==> src/rtl/sram_arbiter.sv <==
// Two-requester arbiter for the uC data SRAM: uC has priority, the host wins
// conflicts after a bounded wait, and host_lock gives the host exclusive access.
module sram_arbiter #(
  parameter int ADDR_W        = 8,
  parameter int DATA_W        = 8,
  parameter int HOST_MAX_WAIT = 4
) (
  input  logic              clk,
  input  logic              rst,
  input  logic              uc_req,
  input  logic              uc_we,
  input  logic [ADDR_W-1:0] uc_addr,
  input  logic [DATA_W-1:0] uc_wdata,
  output logic              uc_gnt,
  output logic              uc_rvalid,
  output logic [DATA_W-1:0] uc_rdata,
  input  logic              host_req,
  input  logic              host_we,
  input  logic [ADDR_W-1:0] host_addr,
  input  logic [DATA_W-1:0] host_wdata,
  input  logic              host_lock,
  output logic              host_gnt,
  output logic              host_rvalid,
  output logic [DATA_W-1:0] host_rdata,
  output logic              mem_en,
  output logic              mem_we,
  output logic [ADDR_W-1:0] mem_addr,
  output logic [DATA_W-1:0] mem_wdata,
  input  logic [DATA_W-1:0] mem_rdata,
  output logic [15:0]       conflict_cnt
);

  localparam logic [3:0] MAX_WAIT = 4'(HOST_MAX_WAIT);

  logic [3:0] starve_cnt;
  logic       uc_own;
  logic       host_own;

  // NOTE: every output of this block gets a default first so no path leaves
  // a signal unassigned, which would otherwise infer a latch.
  always_comb begin
    uc_gnt   = 1'b0;
    host_gnt = 1'b0;
    if (!rst) begin
      if (host_req && (host_lock || !uc_req || starve_cnt == MAX_WAIT)) begin
        host_gnt = 1'b1;
      end else if (uc_req && !host_lock) begin
        uc_gnt = 1'b1;
      end
    end
  end

  always_comb begin
    mem_en    = uc_gnt | host_gnt;
    mem_we    = 1'b0;
    mem_addr  = '0;
    mem_wdata = '0;
    if (host_gnt) begin
      mem_we    = host_we;
      mem_addr  = host_addr;
      mem_wdata = host_wdata;
    end else if (uc_gnt) begin
      mem_we    = uc_we;
      mem_addr  = uc_addr;
      mem_wdata = uc_wdata;
    end
  end

  // NOTE: state registers use non-blocking assignments so every flop samples
  // values from before the edge, independent of statement order.
  always_ff @(posedge clk) begin
    if (rst) begin
      starve_cnt   <= '0;
      conflict_cnt <= '0;
      uc_own       <= 1'b0;
      host_own     <= 1'b0;
    end else begin
      uc_own   <= uc_gnt & ~uc_we;
      host_own <= host_gnt & ~host_we;

      if (host_gnt || !host_req) begin
        starve_cnt <= '0;
      end else if (starve_cnt < MAX_WAIT) begin
        starve_cnt <= starve_cnt + 4'd1;
      end

      if (uc_req && host_req && conflict_cnt != 16'hFFFF) begin
        conflict_cnt <= conflict_cnt + 16'd1;
      end
    end
  end

  // SRAM data is shared; only the owner of last cycle's read sees it.
  assign uc_rvalid   = uc_own;
  assign host_rvalid = host_own;
  assign uc_rdata    = uc_own   ? mem_rdata : '0;
  assign host_rdata  = host_own ? mem_rdata : '0;

endmodule

==> config.mk <==
export PLATFORM = sky130hd
export DESIGN_NAME = sram_arbiter
export DESIGN_NICKNAME = d
export VERILOG_FILES = /design/src/rtl/sram_arbiter.sv
export SDC_FILE = /design/constraint.sdc
export NUM_CORES = 1
export LEC_CHECK = 0
export BUFFER_PORTS_ARGS = -buffer_cell sky130_fd_sc_hd__buf_4
export CAP_MARGIN = 40
export CORE_UTILIZATION = 35
export DETAILED_ROUTE_END_ITERATION = 7
export MAX_ROUTING_LAYER = met4
export PLACE_DENSITY = 0.8
export SLEW_MARGIN = 20
export SYNTH_ARGS = -nofsm -noshare
export SYNTH_HDL_FRONTEND = slang
export SYNTH_SLANG_ARGS = --single-unit
==> constraint.sdc <==
create_clock -name clk -period 3.6 [get_ports clk]
set_clock_uncertainty 0.05 [all_clocks]
set_input_delay 0.54 -clock clk [delete_from_list [all_inputs] [get_ports clk]]
set_output_delay 0.54 -clock clk [all_outputs]
set_load 0.03 [all_outputs]
==> impl_results.md <==
- Final Cycle Share: 70.2%
- Post-route cell area: 2260 um2
- Hold Vio Cnt, Final: 0
- Max-slew violation count: 0
- Largest net degree at the start of global routing: 25
- RePlAce Congestion: 0.814
- Clk root buf: clkbuf_8
- Crit path arrival time: 1940 ps
- Share of cells above drive strength 1: 44.3%
- Slew headroom: 68.2%
- Synth cell types: 40
- Placed Area: 2190 um2
- Worst EP required: 3010 ps
- Synthesis-to-layout area growth: 63.5%
- Post-synthesis simple-gate area fraction: 32.3%
- HP Class: input port to flip-flop
- Multiplexer share of the synthesized area: 3.89%
- Average wire per standard cell: 13.5 um
- Hpwl dp: 3.29 mm
- Starting DRT DRC Count: 50
- Clock Power Share: 37.0%
- Worst vdd ir: 0.334 mV
- Drc violations: 0
- RSZ-0062 raised after global routing: false
- Clock Path Buffers: 2
- M2 GR Usage: 33.3%
- I/O pins: 101
- Vias: 1,593
- Die W: 64.8 um
- Vias in the first global route: 1,429
- Setup crit start kind: flip-flop
- Most Crowded Layer GR: met2
- Detailed-router iteration count before antenna repair: 4
- Worst slew pin tran: 474 ps
- GR Layer Usage met1: 22.3%
- Combinational share of power: 23.1%
- Power density over the cells: 276 nW/um2
- Number of synthesized flops with an enable pin: 0
- GRT Total Usage: 19.4%
- Synth warn: 0
- Initial antenna violation count: 0
- Cell Area, Synth: 1380 um2
- Drt via density: 5.14
- Net switching power: 0.158 mW
- Dominant synthesized flop cell: dfxtp_1
- Std-Cell Rows: 22
- Fmax: 395 MHz
- Clock buffer count from CTS: 3
- Seq pwr share: 39.9%
- Ys async rst share: 0%
- Post-synthesis adder-cell area fraction: 2.72%
- Post-CTS Hold Buffers: 0
- CTS tree: built
- Register area share after synthesis: 31.9%
- Die area: 4200 um2
- Seq cells post-synth: 22
- Most frequent cells in the layout: 102 x buf_4, 22 x dfxtp_1, 17 x a22o_1, 17 x and2_1, 14 x nor2_1
- Antenna Cells: 0
- Final WL: 4.17 mm
- Final period demand of the worst path: 2530 ps
- CP max FO: 18
- Setup TNS: 0 ps
- Pint: 0.464 mW
- Routed Antenna Nets: 0
- Height of the die: 64.8 um
- Status: finished clean
- CTS Sinks: 22
- Setup bufs post-CTS: 0
- GRT overflow: 0
- Synth Area in XOR/XNOR: 1.27%
- Synthesized Nets: 210
- Initial Utilization: 37.2%
- # port buffers: 100
- Core box area: 3720 um2
- Sw frac: 25.4%
- Static leakage: 1.03 nW
- Met3 Usage GRT: 5.11%
- Synth Area in Compound Gates: 24.5%
- CP Class: flip-flop to output pin
- Register clock-pin slew on the reported worst setup and hold paths: 80 ps
- CP endpoint kind: output pin
- CTS HTree Levels: 1
- Largest family of logic cells by synthesized area: simple AND/OR/NAND/NOR gates
- Post_cts resized: 0
- Worst-Skew Late Latency: 260 ps
- Gate Count Post-Synth: 160
- Count of final setup violators: 0
- First-pass GRT wire length: 6.33 mm
- Syn Area/Cell: 8.63 um2
- Final #Nets: 313
- Max Cap Viol: 0
- Commonest non-fill, non-tap cell in the layout: buf_4
## path summary, 6_finish.rpt
| check | startpoint | end | slack [ps] | cells after the start |
|---|---|---|---|---|
| setup / recovery | starve_cnt[0] | mem_addr[0] | 1070 | 8 |
| setup reg to reg | conflict_cnt[9] | conflict_cnt[10] | 1810 | 4 |
| hold / removal | uc_we | uc_rvalid | 390 | 2 |
| hold reg to reg | starve_cnt[3] | starve_cnt[3] | 430 | 2 |
## kinds of logic after synthesis
logic type,Yosys count
AND/OR/NAND/NOR,72
XOR/XNOR,2
buffers and inverters,11
flip-flops,22
multiplexers,5
adder cells (fa/ha/maj),3
AO/OA/AOI/OAI,45
## area by class of cell
type | instances | area [um2]
clock buffers | 3 | 41.3
clock inverters | 1 | 30.0
fillers | 335 | 1460
inverters | 7 | 26.3
multi-input cells | 127 | 895
flip-flops and latches | 22 | 440
well taps | 48 | 60.1
repair buffers | 102 | 766
## critical path, stage by stage, from the launching register on
cell     delay [ps]
dfxtp_1         370
inv_1            60
ha_1            190
and3b_1         190
nor2_1          190
nor3_2           60
buf_4           200
a22o_1          250
buf_4           170
## routing by layer
layer / part of all wire, % / vias up / wire, um
met5: 0 / - / 0
met1: 44 / 729 / 1820
met4: 0.91 / 0 / 38
met2: 50 / 46 / 2090
met3: 5.3 / 4 / 222
li1: - / 814 / -
## registers in the layout, summed over array words and instances, names as in the netlist
register,flops
uc_rvalid,1
starve_cnt,4
conflict_cnt,16
host_rvalid,1
## power groups by stage
stage	registers [mW]	clock network, mW	logic [mW]
finish	0.249	0.230	0.144
global route	0.249	0.248	0.152
CTS	0.249	0.232	0.144
detailed placement	0.255	0	0.144
global placement	0.254	0	0.142
floorplan	0.258	0	0.0648
## synthesized netlist by cell type, types with 4 or more instances
cell type   n  share of area (%)
nor3_1      4                1.4
nand2_1     6                1.6
and4_1      4                2.5
nor2_1     14                3.8
a22o_1     17                 11
nor2b_1     4                1.8
o21ai_0     4                1.4
inv_1       7                1.9
dfxtp_1    22                 32
or4_1       4                2.2
and2_1     17                7.7
a21oi_1    10                3.6
## through the flow
stage	power, mW	std cells	hold WS [ps]	utilization (%)	worst slack [ps]
floorplan	0.323	160	398	-	1190
global placement	0.397	306	419	58.9	1360
detailed placement	0.398	306	420	58.9	1320
CTS	0.625	310	384	60.8	1060
global route	0.649	310	376	60.8	913
finish	0.623	310	386	60.8	1070
(Power assumes the default switching activity.)
